**config.mk**
```make
export PLATFORM = sky130hd
export DESIGN_NAME = sub_serial_16
export DESIGN_NICKNAME = d
export VERILOG_FILES = /design/src/rtl/sub_serial_16.sv
export SDC_FILE = /design/constraint.sdc
export NUM_CORES = 1
export LEC_CHECK = 0
export CORE_UTILIZATION = 45
export DETAILED_ROUTE_END_ITERATION = 8
export PLACE_DENSITY = 0.72
export SYNTH_ARGS = -nofsm -noshare
export SYNTH_HDL_FRONTEND = slang
export SYNTH_SLANG_ARGS = --single-unit
```
**constraint.sdc**
```tcl
create_clock -name clk -period 3.7 [get_ports clk]
set_clock_uncertainty 0.05 [all_clocks]
set_input_delay 0.74 -clock clk [delete_from_list [all_inputs] [get_ports clk]]
set_output_delay 0.74 -clock clk [all_outputs]
set_load 0.01 [all_outputs]
```
**src/rtl/sub_serial_16.sv**
```systemverilog
// rtl/sub_serial_16.sv - nibble-serial subtractor D = A - B - Bin with valid/ready handshake
module sub_serial_16 #(
    parameter int WIDTH = 16
) (
    input  logic             clk,
    input  logic             rst_n,
    input  logic             in_valid,
    output logic             in_ready,
    input  logic [WIDTH-1:0] a,
    input  logic [WIDTH-1:0] b,
    input  logic             bin,
    output logic             out_valid,
    input  logic             out_ready,
    output logic [WIDTH-1:0] d,
    output logic             bout,
    output logic             zero,
    output logic             ovf
);

    localparam int N  = WIDTH / 4;
    localparam int IW = (N > 1) ? $clog2(N) : 1;

    typedef enum logic [1:0] {IDLE, RUN, DONE} state_t;

    state_t           state;
    logic [WIDTH-1:0] a_q;
    logic [WIDTH-1:0] b_q;
    logic             carry;
    logic [IW-1:0]    idx;

    logic [IW+1:0]    sh;
    logic [3:0]       a_sl;
    logic [3:0]       b_sl;
    logic [4:0]       sum5;
    logic [WIDTH-1:0] d_next;

    // Subtraction as a + ~b + carry, where carry starts as ~bin and means "no borrow".
    always_comb begin
        sh     = {idx, 2'b00};
        a_sl   = 4'(a_q >> sh);
        b_sl   = 4'(b_q >> sh);
        sum5   = {1'b0, a_sl} + {1'b0, ~b_sl} + {4'b0000, carry};
        d_next = (d & ~(WIDTH'(4'hF) << sh)) | (WIDTH'(sum5[3:0]) << sh);
    end

    always_ff @(posedge clk or negedge rst_n) begin
        if (!rst_n) begin
            state     <= IDLE;
            in_ready  <= 1'b1;
            out_valid <= 1'b0;
            a_q       <= '0;
            b_q       <= '0;
            carry     <= 1'b0;
            idx       <= '0;
            d         <= '0;
            bout      <= 1'b0;
            zero      <= 1'b0;
            ovf       <= 1'b0;
        end else begin
            case (state)
                IDLE: begin
                    if (in_valid) begin
                        a_q      <= a;
                        b_q      <= b;
                        carry    <= ~bin;
                        idx      <= '0;
                        in_ready <= 1'b0;
                        state    <= RUN;
                    end
                end
                RUN: begin
                    d     <= d_next;
                    carry <= sum5[4];
                    idx   <= idx + 1'b1;
                    if (idx == IW'(N - 1)) begin
                        state     <= DONE;
                        out_valid <= 1'b1;
                        bout      <= ~sum5[4];
                        zero      <= (d_next == '0);
                        ovf       <= (a_q[WIDTH-1] != b_q[WIDTH-1]) &&
                                     (d_next[WIDTH-1] != a_q[WIDTH-1]);
                    end
                end
                DONE: begin
                    if (out_ready) begin
                        out_valid <= 1'b0;
                        in_ready  <= 1'b1;
                        state     <= IDLE;
                    end
                end
                default: begin
                    state     <= IDLE;
                    in_ready  <= 1'b1;
                    out_valid <= 1'b0;
                end
            endcase
        end
    end

endmodule

```
# --- Word-level counts from Yosys, hierarchy flattened ---
# Cells that the tools add are included.
op_classes:
  n_lt_le_gt_ge: 0
  n_mux: 14
  n_reduce_logical: 10
  eq_ne: 8
  addsub: 3
  bitwise_logic: 8
  div: 0
  shifts: 4
  n_mul: 0
op_table:
  columns: ["operator", "n"]
  rows:
  - ["$shr 16x4->4", 2]
  - ["$and 16x16->16", 1]
  - ["$logic_not 16->1", 1]
  - ["$not 16->16", 1]
  - ["$or 16x16->16", 1]
  - ["$shl 4x4->16", 1]
  - ["$shl 4x4->16 const A", 1]
  - ["$reduce_and 3->1", 3]
  - ["$mux 2", 4]
  - ["$ne 2x2->1 const B", 3]
  - ["$pmux 1 s3", 2]
  - ["$pmux 2 s3", 1]
  - ["$reduce_and 2->1", 3]
  - ["$add 4x4->5", 1]
  - ["$add 5x1->5", 1]
  - ["$mux 1", 5]
  - ["$eq 2x2->1 const B", 2]
  - ["$not 1->1", 4]
  - ["$not 4->4", 1]
  - ["$pmux 2 s2", 1]
  - ["$add 2x1->2 const B", 1]
  - ["$eq 2x1->1 const B", 1]
  - ["$logic_not 2->1", 1]
  - ["$ne 1x1->1", 2]
  - ["3 further kinds", 3]
totals:
  latch_bits: 0
  regBits: 58
  mem_bits_ro: 0
  ram_bits: 0
  out_inout_bits: 21
  memories: 0
  inputBits: 37

# --- Longest topological paths before layout ---
# Gate-level depths: netlist of run 1.
depth:
  depth_word: 8
  depth_mapped: 10
  ltp_nobuf: 9

# --- Worst setup path before layout of run 1 ---
# Ideal clock, no wire load.
synth_path:
  path_kind: "register to register"
  startpoint: "reg idx[0]"
  endpoint: "reg zero"
  slack_ns: 0.663
  stages_incl_launch_ff: 10
  synth_period_minus_slack_ns: 3.037
  setup_ns: 0.103
  arrival_time_ns: 2.884
  n_path_buf: 2
  path_cell_list: "dfrtp_1 clkbuf_2 buf_2 mux4_2 fa_1 inv_1 fa_1 a221oi_1 o211ai_2 o41ai_2"
synth_via:
  elab_chain_len: 7
synth_lines:
  columns: ["element", "line_no", "source"]
  rows:
  - ["start, declared", "29", "logic [IW-1:0] idx;"]
  - ["start signal, assigned", "74", "idx <= idx + 1'b1;"]
  - ["$shr 16x4->4", "41", "b_sl = 4'(b_q >> sh);"]
  - ["$not 4->4", "42", "sum5 = {1'b0, a_sl} + {1'b0, ~b_sl} + {4'b0000, carry};"]
  - ["$add 4x4->5", "42", null]
  - ["$add 5x1->5", "42", null]
  - ["$shl 4x4->16", "43", "d_next = (d & ~(WIDTH'(4'hF) << sh)) | (WIDTH'(sum5[3:0]) << sh);"]
  - ["$or 16x16->16", "43", null]
  - ["$logic_not 16->1", "79", "zero <= (d_next == '0);"]
  - ["end signal, assigned", "79", null]
  - ["end, declared", "16", "output logic zero,"]
# Several ways; a longest one is shown, not always the timed one.
# A chain may end at the register's enable or synchronous reset.

# --- Worst setup path in the final report of run 1 ---
layout_path:
  startpoint: "reg idx[1]"
  endpoint: "reg zero"
# The elaborated chain is that of the path after synthesis.

==> out/qor.txt, run 1 <==
status = completed
Setup-failing EPs final = 0
# clock sinks = 58
post-synthesis sequential area ratio = 53.14%
Clk Latency, worst-skew pair = 0.34 ns
Max clock buf depth = 2
clk slew on worst S/H paths = 0.07 ns
Pleak = 1.707 nW
Routed WL = 5947 µm
nets = 377
wire per inst = 14.47 µm
PortBufs = 57
share of cells above drive strength 1 = 10.12%
Synth cell types = 38
DR vias = 2,139
Comb pwr share = 50.4%
CP Max Fanout = 15
Synth Instances = 270
setup_tns = 0 ns
Net Sw Power = 1.538 mW
sequential share of power = 30.3%
Max-cap violations = 0
first drt pass iteration count = 4
CP required = 3.89 ns
number of fill cells = 513
area of the multi-input gates = 0.001180 mm²
Syn Area/Cell = 10.13 µm²
Setup Crit Path Kind = flop to flop
number of enable flip-flop cells after synthesis = 0
CP endpoint kind = flop
first-pass GRT wire length = 10,050 µm
H-tree depth = 3
ys async rst share = 100.0%
Num CTS Buffers = 9
register area = 0.001453 mm²
Min-Delay Path Class = input pin to async pin
Final period util = 81.70%
worst path arrival time = 3.22 ns
mapped cell area = 0.002734 mm²
PostCTS Resize Cnt = 0
root buf cell = clkbuf_8
pin count of the biggest net entering global routing = 35
FP Rows = 28
Slew @ Worst Pin = 0.6784 ns
Synth Register Bits = 58
Sw Share = 40.22%
routability-driven placement congestion ratio = 0.8719
Worst slew margin = 54.77%
initial antenna violation count = 0
ant diodes = 0
hold_buf cts = 0
final hold slack = 0.3848 ns
Setup crit start kind = flop
DR vias/cell = 5.204
fmax = 330.8 MHz
RSZ-0062 raised after global routing = false
worst vdd ir = 0.0005338 V
vias in the first global route = 2,119
Die Width = 79.95 µm
Fin. Hold Viols = 0
Synth warnings = 0
post-CTS setup buffers = 0
gr usage total = 21.21%
clock share of power = 19.3%
DIE HEIGHT = 79.95 µm
initial core utilization = 46.45%
max-slew violations = 0
post-route ant nets = 0
pwr dens = 1056 mW/mm²
DP HPWL = 4121 µm
DRC viols = 0
CTS tree = yes
full die area = 0.006391 mm²
Core ar. = 0.005886 mm²
Net Count, Synth = 316
min cycle time layout = 3.023 ns
Area Overhead vs Synth = 32.49%
cell-internal power = 2.285 mW
r2r setup slk = 0.68 ns
I/O Pins = 58
drt first-iter violations = 132
commonest register cell after synthesis = dfrtp_1
total congestion overflow = 0
[flip-flops by register name, summed over array words and instances, names as in the netlist]
name and count:
d 16, ovf 1, state 2, bout 1, a_q 16, zero 1
out_valid 1, idx 2, in_ready 1, b_q 16, carry 1
[worst paths after layout]
path	startpoint	endpoint	cells after the start
max	idx[1]$_DFFE_PN0P_	zero$_DFFE_PN0P_	7
min	rst_n	zero$_DFFE_PN0P_	1
max reg2reg	idx[1]$_DFFE_PN0P_	zero$_DFFE_PN0P_	7
min reg2reg	a_q[8]$_DFFE_PN0P_	a_q[8]$_DFFE_PN0P_	2
max in group asynchronous	rst_n	b_q[5]$_DFFE_PN0P_	2
min in group clk	a_q[8]$_DFFE_PN0P_	a_q[8]$_DFFE_PN0P_	2
[layout by cell type (no fill, tap or decap), drive strengths merged, types with 5 or more instances in the layout]
master and count:
clkdlybuf4s50 56, nor2 12, a32o 12, mux4 8
ha 7, clkbuf 11, inv 11, nand2 106
buf 6, dfrtp 57, a21oi 5
[cell families (layout without fill, tap and decap cells)]
logic type                 after synthesis  in the layout  share of synthesized area [%]
and+or+nand+nor                        134            134                          20.00
DFF                                     58             58                          53.14
AOI/OAI and AO/OA                       36             36                          11.03
buffers and inverters                   23             89                          3.799
adders and majority gates                9              9                          4.668
muxes                                    8              8                          6.728
xor gates and xnor gates                 2              2                         0.6408
[through the flow]
| stage | worst slack (ns) | area [µm²] | utilization (%) | power, mW | instances |
|---|---|---|---|---|---|
| 2_1_floorplan | 0.6629 | 2734 | - | 2.445 | 270 |
| 3_3_place_gp | 0.8312 | 3371 | 57.27 | 3.031 | 395 |
| 3_5_place_dp | 0.6743 | 3371 | 57.27 | 3.093 | 395 |
| 4_1_cts | 0.6482 | 3622 | 61.54 | 3.850 | 411 |
| 5_1_grt | 0.5197 | 3622 | 61.54 | 4.107 | 411 |
| 6_report | 0.6771 | 3622 | 61.54 | 3.823 | 411 |
[worst max-delay path: stages, from the launching register on]
cell,delay [ns]
dfrtp_1,0.69
mux4_2,0.41
fa_1,0.39
inv_1,0.08
fa_1,0.51
a221oi_1,0.31
o211ai_2,0.16
o41ai_2,0.32
[metal layers]
metal | vias to the layer above | global-route usage, % | share of wire (%)
met5 | - | 0 | 0
met4 | 0 | 10.54 | 1.3
met3 | 9 | 5.371 | 4.7
met2 | 60 | 32.91 | 49
met1 | 1029 | 27.59 | 45
li1 | 1041 | - | -
[power by group through the flow]
stage	registers [mW]	clock network (mW)	logic [mW]
final	1.16	0.737	1.93
after CTS	1.16	0.754	1.94
after global routing	1.19	0.779	2.13
after global placement	1.16	0	1.87
after detailed placement	1.17	0	1.92
after floorplan	1.14	0	1.31
[cell type report]
| class | instances | share of cell area [%] |
|---|---|---|
| Clock buffer | 11 | 4.180 |
| Sequential cell | 58 | 40.10 |
| Timing Repair Buffer | 62 | 16.65 |
| Inverter | 11 | 1.140 |
| Tap cell | 75 | 2.591 |
| Multi-Input combinational cell | 189 | 32.57 |
| Clock inverter | 5 | 2.763 |
[cells in the mapped netlist, drive strengths merged, types with 2 or more instances]
cell    count  area (µm²)
nand2     106       397.9
dfrtp      57        1426
a32o       12       120.1
nor2       12       45.04
buf        11       57.56
inv        11       41.29
mux4        8       183.9
ha          7       87.58
a21oi       5       25.02
a22o        4       35.03
o21ai       4       20.02
nor3        3       15.01
a211oi      2       15.01
and2        2       15.02
fa          2       40.04
nand2b      2       12.51
nand3b      2       15.01
nor4        2       12.51
xor2        2       17.52
(Power assumes the default switching activity.)
==> inputs of run 2 (changes only) <==
--- a/config.mk
+++ b/config.mk
@@ -7,7 +7,7 @@
 export LEC_CHECK = 0
 export CORE_UTILIZATION = 45
 export DETAILED_ROUTE_END_ITERATION = 8
-export PLACE_DENSITY = 0.72
+export PLACE_DENSITY = 0.75
 export SYNTH_ARGS = -nofsm -noshare
 export SYNTH_HDL_FRONTEND = slang
 export SYNTH_SLANG_ARGS = --single-unit
==> constraint.sdc (replaced) <==
create_clock -name clk -period 2.55 [get_ports clk]
set_clock_uncertainty 0.05 [all_clocks]
set_input_delay 0.51 -clock clk [delete_from_list [all_inputs] [get_ports clk]]
set_output_delay 0.51 -clock clk [all_outputs]
set_load 0.01 [all_outputs]
==> run 2 against run 1 <==
Clock power grew 4.3%. Flip-flop and latch count unchanged. Fmax up 19%. Wire length down 1.4%. Utilization about the same. Critical path depth down 1. Combinational power grew 60%. Global-route usage fell by 0.22 points. Hold slack lost 0.23 ns. Final cell count grew 0.97%. Setup slack got worse by 0.66 ns.
==> out/qor.txt, run 2 (synthesis gave the netlist of run 1 again) <==
vias in the first global route = 2,149
DR vias/cell = 5.140
drt first-iter violations = 117
post-route ant nets = 0
Slew @ Worst Pin = 0.6801 ns
r2r setup slk = 0.01 ns
full die area = 0.006391 mm²
pwr dens = 1528 mW/mm²
Pleak = 1.694 nW
FP Rows = 28
Area Overhead vs Synth = 32.54%
share of cells above drive strength 1 = 13.53%
CP endpoint kind = flop
worst vdd ir = 0.0008857 V
gr usage total = 20.99%
clk slew on worst S/H paths = 0.06 ns
H-tree depth = 3
commonest cells after routing, fill and taps aside = nand2_1 (106), dfrtp_1 (56), clkdlybuf4s50_1 (56), a32o_1 (12), clkbuf_8 (12)
pin count of the biggest net entering global routing = 35
PortBufs = 57
Fin. Hold Viols = 0
RSZ-0062 raised after global routing = true
initial core utilization = 46.45%
total congestion overflow = 0
fmax = 394.2 MHz
routability-driven placement congestion ratio = 0.8532
Setup-failing EPs final = 0
Num CTS Buffers = 9
fin util = 61.56%
worst path arrival time = 2.72 ns
Core ar. = 0.005886 mm²
first-pass GRT wire length = 10,130 µm
CP max stage delay = 0.57 ns
Max clock buf depth = 2
ant diodes = 0
CTS tree = yes
first drt pass iteration count = 4
min cycle time layout = 2.537 ns
nets = 381
Clk Latency, worst-skew pair = 0.33 ns
Regs by FF count = a_q x16, b_q x16, d x16
root buf cell = clkbuf_8
hold_buf cts = 0
Setup crit start kind = flop
DIE HEIGHT = 79.95 µm
Worst slew margin = 54.66%
CP required = 2.73 ns
status = completed
I/O Pins = 58
Design Power = 5.538 mW
most common cell after layout, fill and taps aside = nand2_1
Crit Reg-Reg Startpoint = idx[0]$_DFFE_PN0P_
# clock sinks = 58
max-slew violations = 0
wire per inst = 14.13 µm
cells on worst reg2reg path = 6
Die Width = 79.95 µm
DP HPWL = 4334 µm
Routed WL = 5862 µm
CP Max Fanout = 8
post-CTS setup buffers = 0
Max-cap violations = 0
DRC viols = 0
Final period util = 99.48%
Worst path slowest cell = mux4_2
FF-to-FF End = zero$_DFFE_PN0P_
Setup Crit Path Kind = flop to flop
DR vias = 2,133
Min-Delay Path Class = input pin to async pin
initial antenna violation count = 0
number of fill cells = 536
worst path cell trace = buf_4, mux4_2, fa_2, xor2_2, a211o_1, o41ai_2
run 2: changes by cell type in the layout (fill, tap and decap cells not counted), sizes merged:
| cell | delta |
|---|---|
| buf | +4 |
| bufinv | -3 |
| clkbuf | +3 |
run 2: timing repair:
| action | 4_1_cts | 5_1_grt |
|---|---|---|
| gates cloned | 0 | 0 |
| setup endpoints to repair | 5 | 7 |
| gates resized for setup | 3 | 3 |
| hold endpoints to repair | 0 | 0 |
| pin swaps | 0 | 2 |
run 2: final cells by class:
class                   instances  area [µm²]  share of cell area [%]
inverters                      11       41.29                   1.140
multi-input cells             189        1206                   33.29
clock inverters                 2       10.01                  0.2762
clock buffers                  14       172.7                   4.765
well taps                      75       93.84                   2.590
flip-flops and latches         58        1454                   40.12
repair buffers                 66       645.6                   17.82
run 2: worst max-delay path by stage:
stage,startpoint,end,slack [ns],cells past startpoint
floorplan,idx[0]$_DFFE_PN0P_,zero$_DFFE_PN0P_,-0.22,9
global placement,idx[0]$_DFFE_PN0P_,zero$_DFFE_PN0P_,-0.03,8
detailed placement,idx[0]$_DFFE_PN0P_,zero$_DFFE_PN0P_,-0.08,8
CTS,idx[0]$_DFFE_PN0P_,zero$_DFFE_PN0P_,-0.06,7
global route,idx[0]$_DFFE_PN0P_,zero$_DFFE_PN0P_,-0.09,7
finish,idx[0]$_DFFE_PN0P_,zero$_DFFE_PN0P_,0.01,6
run 2: where the power goes:
part           switching [mW]  leakage [nW]  total (mW)  internal (mW)
clock                   0.340        0.0965       0.769          0.430
sequential              0.316         0.715        1.69           1.37
combinational            1.62         0.882        3.08           1.47
run 2: layer usage:
layer | up-vias | part of all wire, % | GRT usage [%]
met2 | 56 | 48 | 33.08
met3 | 8 | 3.9 | 5.257
met5 | - | 0 | 0
met1 | 1018 | 47 | 28.19
li1 | 1051 | - | -
met4 | 0 | 1.1 | 7.321
run 2: stage by stage:
step	instance area, µm²	TNS (ns)	hold WS, ns	cells	setup slack [ns]
2_1_floorplan	2764	-0.2228	0.1644	270	-0.2228
4_1_cts	3618	-0.05720	0.1649	415	-0.05720
3_3_place_gp	3425	-0.03136	0.4034	399	-0.03136
6_report	3623	0	0.1596	415	0.01329
3_5_place_dp	3425	-0.1096	0.4098	399	-0.08180
5_1_grt	3623	-0.1576	0.2020	415	-0.09253
run 2: worst max-delay path, delay by kind of cell, from the launching register on:
family	cells	cell delay (ns)
mux	1	0.57
fa+ha+maj	1	0.44
buf+inv	1	0.18
flops	1	0.40
compound gates	2	0.61
xor+xnor	1	0.18
